File: src/rtl/ysyx_24110006_arb_pkg.sv
// Shared types and constants for the two-master AXI arbiter.
// Used by the picker and the arbiter top.
package ysyx_24110006_arb_pkg;

  typedef enum logic [1:0] {
    ST_IDLE = 2'd0,
    ST_RD0  = 2'd1,
    ST_RD1  = 2'd2,
    ST_WR1  = 2'd3
  } arb_state_e;

  localparam logic [1:0] GNT_NONE = 2'b00;
  localparam logic [1:0] GNT_M0   = 2'b01;
  localparam logic [1:0] GNT_M1   = 2'b10;

  localparam int         AXI_ID_W  = 4;
  localparam logic [7:0] AXI_LEN   = 8'h00;
  localparam logic [2:0] AXI_SIZE  = 3'b010;
  localparam logic [1:0] AXI_BURST = 2'b01;

endpackage

File: src/rtl/ysyx_24110006_arb_pick.sv
// Two-request picker for the AXI arbiter, one-hot winner out.
// ARB_ROUND_ROBIN_EN selects round-robin, else fixed M1 > M0.
module ysyx_24110006_arb_pick
  import ysyx_24110006_arb_pkg::*;
(
  input  logic       i_clock,
  input  logic       i_reset,
  input  logic [1:0] i_req,
  input  logic       i_done,
  input  logic [1:0] i_grant,
  output logic [1:0] o_win
);

`ifdef ARB_ROUND_ROBIN_EN
  logic rr_m1;

  // Tie pointer: favour whoever was not served last
  always_ff @(posedge i_clock) begin
    if (i_reset) begin
      rr_m1 <= 1'b1;
    end else if (i_done) begin
      rr_m1 <= i_grant[0] & ~i_grant[1];
    end
  end

  // Round-robin winner selection
  always_comb begin
    o_win = GNT_NONE;
    unique case (1'b1)
      (i_req == 2'b11): o_win = rr_m1 ? GNT_M1 : GNT_M0;
      (i_req == 2'b10): o_win = GNT_M1;
      (i_req == 2'b01): o_win = GNT_M0;
      default:          o_win = GNT_NONE;
    endcase
  end
`else
  logic unused_pick;
  assign unused_pick = ^{i_clock, i_reset, i_done, i_grant};

  // Fixed priority: LSU ahead of IFU
  always_comb begin
    o_win = GNT_NONE;
    unique case (1'b1)
      i_req[1]:                     o_win = GNT_M1;
      (i_req == 2'b01):             o_win = GNT_M0;
      default:                      o_win = GNT_NONE;
    endcase
  end
`endif

endmodule

File: src/rtl/ysyx_24110006_axi_arbiter.sv
// Two-master (IFU read, LSU read/write) to one-slave AXI arbiter.
// Optional ARB_ROUND_ROBIN_EN turns on round-robin arbitration.
module ysyx_24110006_axi_arbiter
  import ysyx_24110006_arb_pkg::*;
#(
  parameter int ADDR_W = 32,
  parameter int DATA_W = 32
) (
  input  logic                i_clock,
  input  logic                i_reset,
  input  logic                i_m0_arvalid,
  output logic                o_m0_arready,
  input  logic [ADDR_W-1:0]   i_m0_araddr,
  output logic                o_m0_rvalid,
  input  logic                i_m0_rready,
  output logic [DATA_W-1:0]   o_m0_rdata,
  output logic [1:0]          o_m0_rresp,
  input  logic                i_m1_arvalid,
  output logic                o_m1_arready,
  input  logic [ADDR_W-1:0]   i_m1_araddr,
  output logic                o_m1_rvalid,
  input  logic                i_m1_rready,
  output logic [DATA_W-1:0]   o_m1_rdata,
  output logic [1:0]          o_m1_rresp,
  input  logic                i_m1_awvalid,
  output logic                o_m1_awready,
  input  logic [ADDR_W-1:0]   i_m1_awaddr,
  input  logic                i_m1_wvalid,
  output logic                o_m1_wready,
  input  logic [DATA_W-1:0]   i_m1_wdata,
  input  logic [DATA_W/8-1:0] i_m1_wstrb,
  output logic                o_m1_bvalid,
  input  logic                i_m1_bready,
  output logic [1:0]          o_m1_bresp,
  output logic                o_s_arvalid,
  input  logic                i_s_arready,
  output logic [ADDR_W-1:0]   o_s_araddr,
  output logic [AXI_ID_W-1:0] o_s_arid,
  output logic [7:0]          o_s_arlen,
  output logic [2:0]          o_s_arsize,
  output logic [1:0]          o_s_arburst,
  input  logic                i_s_rvalid,
  output logic                o_s_rready,
  input  logic [DATA_W-1:0]   i_s_rdata,
  input  logic [1:0]          i_s_rresp,
  output logic                o_s_awvalid,
  input  logic                i_s_awready,
  output logic [ADDR_W-1:0]   o_s_awaddr,
  output logic [AXI_ID_W-1:0] o_s_awid,
  output logic [7:0]          o_s_awlen,
  output logic [2:0]          o_s_awsize,
  output logic [1:0]          o_s_awburst,
  output logic                o_s_wvalid,
  input  logic                i_s_wready,
  output logic [DATA_W-1:0]   o_s_wdata,
  output logic [DATA_W/8-1:0] o_s_wstrb,
  output logic                o_s_wlast,
  input  logic                i_s_bvalid,
  output logic                o_s_bready,
  input  logic [1:0]          i_s_bresp,
  output logic [1:0]          o_grant
);

  arb_state_e state_q;
  logic       ar_done;
  logic       aw_done;
  logic       w_done;
  logic [1:0] req;
  logic [1:0] win;
  logic       s_ar_hs;
  logic       s_aw_hs;
  logic       s_w_hs;
  logic       r_fin;
  logic       b_fin;
  logic       fin;

  assign o_s_arid    = '0;
  assign o_s_arlen   = AXI_LEN;
  assign o_s_arsize  = AXI_SIZE;
  assign o_s_arburst = AXI_BURST;
  assign o_s_awid    = '0;
  assign o_s_awlen   = AXI_LEN;
  assign o_s_awsize  = AXI_SIZE;
  assign o_s_awburst = AXI_BURST;
  assign o_s_wlast   = 1'b1;

  assign req = {i_m1_arvalid | i_m1_awvalid, i_m0_arvalid};

  assign s_ar_hs = o_s_arvalid & i_s_arready;
  assign s_aw_hs = o_s_awvalid & i_s_awready;
  assign s_w_hs  = o_s_wvalid & i_s_wready;

  assign r_fin = i_s_rvalid & o_s_rready &
                 ((state_q == ST_RD0) | (state_q == ST_RD1));
  assign b_fin = (state_q == ST_WR1) & i_s_bvalid & i_m1_bready;
  assign fin   = r_fin | b_fin;

  ysyx_24110006_arb_pick u_pick (
    .i_clock (i_clock),
    .i_reset (i_reset),
    .i_req   (req),
    .i_done  (fin),
    .i_grant (o_grant),
    .o_win   (win)
  );

  // Ownership FSM with per-channel done flags and registered grant
  always_ff @(posedge i_clock) begin
    if (i_reset) begin
      state_q <= ST_IDLE;
      o_grant <= GNT_NONE;
      ar_done <= 1'b0;
      aw_done <= 1'b0;
      w_done  <= 1'b0;
    end else begin
      unique case (state_q)
        ST_IDLE: begin
          if (win == GNT_M1) begin
            state_q <= i_m1_awvalid ? ST_WR1 : ST_RD1;
            o_grant <= GNT_M1;
          end else if (win == GNT_M0) begin
            state_q <= ST_RD0;
            o_grant <= GNT_M0;
          end
        end
        ST_RD0, ST_RD1: begin
          if (s_ar_hs) ar_done <= 1'b1;
          if (r_fin) begin
            state_q <= ST_IDLE;
            o_grant <= GNT_NONE;
            ar_done <= 1'b0;
          end
        end
        ST_WR1: begin
          if (s_aw_hs) aw_done <= 1'b1;
          if (s_w_hs)  w_done  <= 1'b1;
          if (b_fin) begin
            state_q <= ST_IDLE;
            o_grant <= GNT_NONE;
            aw_done <= 1'b0;
            w_done  <= 1'b0;
          end
        end
        default: begin
          state_q <= ST_IDLE;
          o_grant <= GNT_NONE;
        end
      endcase
    end
  end

  // Channel routing muxes selected by the owner state
  always_comb begin
    o_m0_arready = 1'b0;
    o_m0_rvalid  = 1'b0;
    o_m0_rdata   = '0;
    o_m0_rresp   = '0;
    o_m1_arready = 1'b0;
    o_m1_rvalid  = 1'b0;
    o_m1_rdata   = '0;
    o_m1_rresp   = '0;
    o_m1_awready = 1'b0;
    o_m1_wready  = 1'b0;
    o_m1_bvalid  = 1'b0;
    o_m1_bresp   = '0;
    o_s_arvalid  = 1'b0;
    o_s_araddr   = '0;
    o_s_rready   = 1'b0;
    o_s_awvalid  = 1'b0;
    o_s_awaddr   = '0;
    o_s_wvalid   = 1'b0;
    o_s_wdata    = '0;
    o_s_wstrb    = '0;
    o_s_bready   = 1'b0;
    unique case (state_q)
      ST_IDLE: begin
        o_s_rready = 1'b1;
        o_s_bready = 1'b1;
      end
      ST_RD0: begin
        o_s_arvalid  = i_m0_arvalid & ~ar_done;
        o_s_araddr   = i_m0_araddr;
        o_m0_arready = i_s_arready & ~ar_done;
        o_m0_rvalid  = i_s_rvalid;
        o_m0_rdata   = i_s_rdata;
        o_m0_rresp   = i_s_rresp;
        o_s_rready   = i_m0_rready;
      end
      ST_RD1: begin
        o_s_arvalid  = i_m1_arvalid & ~ar_done;
        o_s_araddr   = i_m1_araddr;
        o_m1_arready = i_s_arready & ~ar_done;
        o_m1_rvalid  = i_s_rvalid;
        o_m1_rdata   = i_s_rdata;
        o_m1_rresp   = i_s_rresp;
        o_s_rready   = i_m1_rready;
      end
      ST_WR1: begin
        o_s_awvalid  = i_m1_awvalid & ~aw_done;
        o_s_awaddr   = i_m1_awaddr;
        o_m1_awready = i_s_awready & ~aw_done;
        o_s_wvalid   = i_m1_wvalid & ~w_done;
        o_s_wdata    = i_m1_wdata;
        o_s_wstrb    = i_m1_wstrb;
        o_m1_wready  = i_s_wready & ~w_done;
        o_m1_bvalid  = i_s_bvalid;
        o_m1_bresp   = i_s_bresp;
        o_s_bready   = i_m1_bready;
      end
      default: begin
        o_s_rready = 1'b0;
      end
    endcase
  end

endmodule
File: config.mk
export PLATFORM = sky130hd
export DESIGN_NAME = ysyx_24110006_axi_arbiter
export DESIGN_NICKNAME = d
export VERILOG_FILES = /design/src/rtl/ysyx_24110006_arb_pkg.sv /design/src/rtl/ysyx_24110006_arb_pick.sv /design/src/rtl/ysyx_24110006_axi_arbiter.sv
export SDC_FILE = /design/constraint.sdc
export NUM_CORES = 1
export LEC_CHECK = 0
export CAP_MARGIN = 30
export CORE_AREA = 10 10 148 150
export CTS_CLUSTER_DIAMETER = 60
export DETAILED_ROUTE_END_ITERATION = 16
export DIE_AREA = 0 0 158 160
export GPL_TIMING_DRIVEN = 0
export PLACE_DENSITY = 0.52
export SYNTH_ARGS = -nofsm -noshare
export SYNTH_HDL_FRONTEND = slang
export SYNTH_SLANG_ARGS = --single-unit
File: constraint.sdc
create_clock -name i_clock -period 2.6 [get_ports i_clock]
set_clock_uncertainty 0.15 [all_clocks]
set_input_delay 0.52 -clock i_clock [delete_from_list [all_inputs] [get_ports i_clock]]
set_output_delay 0.52 -clock i_clock [all_outputs]
set_load 0.02 [all_outputs]
Word level (Yosys, flattened, before mapping)
Index checks and enable logic that the tools add are counted.

storage, ports and cells
  input bits = 182
  output and inout bits = 219
  register bits = 7

operators by class
  reductions and logical operators = 9
  multiplexer cells = 36
  eq/ne operators = 9
  bitwise logic cells = 19

operator list
  cell                                                                   number
  32-bit two-way mux                                                     4
  32-bit one-hot mux with 2 select lines                                 1
  1-bit two-way mux                                                      16
  2-bit two-way mux                                                      8
  1-bit AND                                                              14
  2-bit one-hot mux with 3 select lines                                  2
  2-bit by 1-bit equality test with 1-bit output, second input constant  3
  2-bit equality test, second input constant                             3
  2-bit AND reduction                                                    3
  2-bit nonzero test                                                     3
  4-bit two-way mux                                                      1
  2-bit != test, second input constant                                   2
  1-bit one-hot mux with 2 select lines                                  2
  2-bit one-hot mux with 2 select lines                                  1
  3-bit != test, second input constant                                   1
  1-bit inverter                                                         3
  1-bit one-hot mux with 3 select lines                                  1
  3-bit AND reduction                                                    1
  2-bit zero test                                                        1
  1-bit bitwise OR                                                       2
  2-bit OR reduction                                                     1

Depth between registers and ports, before layout
  word-level depth = 7
  gate-level depth with buffers = 7
  gate-level depth less buffers = 6

Hierarchy
From an unflattened synthesis, not the netlist that was laid out.

unflattened totals
  cell total of the unflattened synthesis = 327
  area total of the unflattened synthesis = 2209.6 µm²

by module, submodules not included
  module                     cells an instance  instances  area each (µm²)  sequential area each (µm²)
  ysyx_24110006_axi_arbiter  325                1          2199.6           120.1
  ysyx_24110006_arb_pick     2                  1          10.0             0.0

Least setup slack after synthesis
No wires, ideal clock.

  kind = flip-flop to output port
  from = register o_grant[1] (netlist name)
  to = output port o_s_araddr[12]
  cell stages (with the launch flop) = 7
  arrival time = 1457 ps
  path slack = 473 ps
  path through = dfxtp_1 > inv_1 > ha_1 > clkbuf_1 > clkbuf_1 > a22oi_1 > nor2b_1

RTL lines
  item              RTL line                         RTL
  end: declaration  ysyx_24110006_axi_arbiter.sv:37  output logic [ADDR_W-1:0] o_s_araddr,

Worst setup path in the final report
  from = input port i_m1_awvalid
  to = output port o_s_awvalid

between the ends
  longest elaborated chain between the ends = 2

ends and longest elaborated chain
  item                RTL line                          RTL
  start: declaration  ysyx_24110006_axi_arbiter.sv:25   input logic i_m1_awvalid,
  1-bit AND           ysyx_24110006_axi_arbiter.sv:199  o_s_awvalid = i_m1_awvalid & ~aw_done;
  1-bit two-way mux   ysyx_24110006_axi_arbiter.sv:175  unique case (state_q)
  end: declaration    ysyx_24110006_axi_arbiter.sv:46   output logic o_s_awvalid,

Every way passes these cells.

==> results by group <==
Outcome
  • Status: finished clean

Clocking
  • Worst-case clock buffer depth: 2
  • Num CTS Buffers: 3
  • H-tree levels: 1
  • CTS root buffer: clkbuf_16
  • Worst-Skew Late Latency: between 0.2 and 0.25 ns
  • CTS Sinks: 6
  • Clock slew at reported path FFs: ~0.040 ns
  • TritonCTS clock tree: done
  • Setup bufs post-CTS: 0

Die
  • I/O Pins: around 400
  • DIE WIDTH: about 160 microns
  • Die area: between 20000 and 30000 sq um
  • Row cnt: 51
  • Initial Util: a little under an eighth
  • Core box area: around 19000 sq um
  • Die height: between 150 and 200 microns

Drt
  • Final ANT Viol Nets: 0
  • Vias per cell: about 3.6
  • First DRT Iteration DRCs: between 90 and 100
  • Vias: roughly 3500
  • Post-route DRC: 0
  • Average wire per standard cell: approximately 18 microns
  • WL final: 17200 microns
  • M1 WL: 6040 microns
  • Metal3 WL: 2450 microns
  • DR pass1 iterations: 4
  • Highest metal used: met4
  • Met2 Wirelength: 8670 microns

Power and ir drop
  • Switching Fraction: 52.2%
  • Clock share of power: under 10%
  • Logic pwr share: between 80% and 90%
  • Pleak: 3.04 nW
  • Net Sw Power: between 1.5 and 2 mW
  • Power per cell area: 609 nW/um^2
  • Max IR drop VDD: 0.259 mV
  • Power Internal: approximately 1.8 mW
  • Flop pwr share: 4.2%

Place
  • GP Congestion: ~0.77
  • Port-buffer cells: 365
  • Placed Cells: approximately 960
  • DP HPWL: 15600 microns

STA
  • Final Hold Fails: 0
  • Max Slew Vio Count: 0
  • Minimum clock period: between 2 and 3 ns
  • Final Setup Violations: 0
  • Fin crit share: a little over nine tenths
  • Fmax: 397 MHz
  • Unrepaired setup endpoints after global routing: false
  • Fin Setup TNS: 0 ns

Min path
  • Hold Path Cell Cnt: 2
  • Tightest Hold Check Type: reg2reg

Worst setup path
  • Worst setup EP type: output port
  • Worst setup SP type: primary input
  • Worst path depth: 3
  • CP max stage delay: between 0.6 and 0.7 ns
  • Register-to-Register Path Depth: 6
  • Cells along the critical path: clkdlybuf4s50_1 > and3b_1 > clkdlybuf4s50_1
  • CP Data Arrival Time: approximately 1.9 ns
  • Worst Path Required: roughly 1.9 ns
  • Buf+Inv Stages, Crit Path: 2
  • Crit-path most repeated cell: clkdlybuf4s50_1
  • Critical Setup Path Class: in2out
  • Critical path's slowest cell: clkdlybuf4s50_1
  • Worst-path fanout max: 4
  • Delay-heaviest family, CP: buffers and inverters

Layout
  • Layout net count: slightly above 900
  • ANT cells: 0
  • Final Non-Filler Cells: about 960
  • Area delta synth->final: 182%
  • Layout cells sized above 1: 17.9%
  • Number of fill cells: 2108

Synthesis
  • Count of cell types in the netlist: 26
  • Yosys top cell by area: and2_1
  • Ys Warns: 0
  • Post-Syn Area: ~2200 sq um
  • Yosys top cell area share: roughly two fifths
  • Synth Instances: approximately 320
  • Synth Register Bits: 6
  • Area contributors post-synth: and2_1, buf_4, a22oi_1, nor2b_1, dfxtp_1
  • Mean Syn Cell Area: ~6.7 sq um
  • Register area share after synthesis: 5.58%

Global routing
  • Largest net degree at the start of global routing: 11
  • Vias in the first global route: 3741
  • All-Layer GR Usage: between 10% and 20%
  • Remaining Overflow, GRT: 0
  • First-pass GRT wire length: between 20000 and 25000 microns
  • Initial antenna violation count: 0

Run
  • Max-cap violations: 0
[logic make-up after synthesis]
logic type | Yosys count | share of synthesized area, %
other | 2 | 0.349
muxes | 3 | 1.39
and+or+nand+nor | 195 | 56.7
DFF | 6 | 5.58
AOI/OAI and AO/OA | 42 | 14.6
buffers and inverters | 68 | 18.5
adders and majority gates | 5 | 2.91
[tightest hold or removal path, delay by kind of cell (launching register included)]
family	cells	cell delay [ns]
DFF	1	0.30
and+or+nand+nor	1	0.05
muxes	1	0.06
[metrics by stage]
stage	worst slack, ns	hold WS [ns]	util [%]	total power, mW	cell area, sq um
2_1_floorplan	0.473	0.294	-	1.97	2280
3_3_place_gp	-0.552	0.309	32.6	3.76	6230
3_5_place_dp	-0.523	0.308	32.6	3.73	6230
4_1_cts	-0.00333	0.324	32.7	3.79	6230
5_1_grt	0.00328	0.361	31.8	4.00	6060
6_report	0.0817	0.312	31.8	3.69	6060
[synth_stat cells, drive strengths merged]
master	count
a21o	1
conb	2
nand2	5
nand3b	1
a22oi	33
a31oi	1
clkbuf	23
nor2	5
dfxtp	6
a311oi	1
ha	5
a31o	1
o21ai	1
inv	4
mux2i	3
nor4bb	1
a221oi	1
nand3	1
a21oi	3
buf	41
and2	141
nor3b	1
nor2b	33
nand2b	1
and3b	6
[routing by layer]
layer  vias to the layer above  track usage (%)
met5                         -                0
met1                      1469             11.5
li1                       1761                -
met3                         6             6.72
met2                       246             23.1
met4                         0             1.10
[layout make-up]
| cell class | count | area (sq um) | share of cell area, % |
|---|---|---|---|
| Timing Repair Buffer | 365 | 3310 | 54.5 |
| Clock buffer | 3 | 75.1 | 1.24 |
| Tap cell | 238 | 298 | 4.91 |
| Buffer | 63 | 445 | 7.35 |
| Inverter | 4 | 15.0 | 0.248 |
| Multi-Input combinational cell | 280 | 1800 | 29.7 |
| Sequential cell | 6 | 125 | 2.06 |
[registers in the layout, summed over array words and instances (netlist names)]
register and cells:
w_done 1, ar_done 1, o_grant 2, aw_done 1
state_q 1
[power by group through the flow]
stage | Clock (mW) | Sequential, mW | Combinational [mW]
after floorplan | 0 | 0.140 | 1.83
after global placement | 0 | 0.144 | 3.62
after detailed placement | 0 | 0.144 | 3.59
after CTS | 0.257 | 0.155 | 3.38
after global routing | 0.260 | 0.163 | 3.57
final | 0.252 | 0.157 | 3.28
[final timing paths]
path / start / endpoint / slack [ns]
max: i_m1_awvalid / o_s_awvalid / 0.08
min: o_grant[0] / o_grant[0] / 0.31
max reg2reg: o_grant[1] / o_grant[1] / 0.68
min reg2reg: o_grant[0] / o_grant[0] / 0.31
[timing repair]
| action | in CTS | in global routing |
|---|---|---|
| endpoints found under the setup margin | 181 | 87 |
| hold buffers | 0 | 0 |
| resized for setup | 206 | 120 |
[cell usage in the layout, fill, tap and decap left out, drive strengths merged, types with 6 or more instances in the layout]
master           n
dfxtp            6
and3b            6
clkdlybuf4s50  215
buf             49
conb            35
dlygate4sd2     83
clkdlybuf4s15   12
a22oi           33
and2           141
nor2b           33
clkbuf          68
No activity file was read; power rests on OpenSTA's default activity.
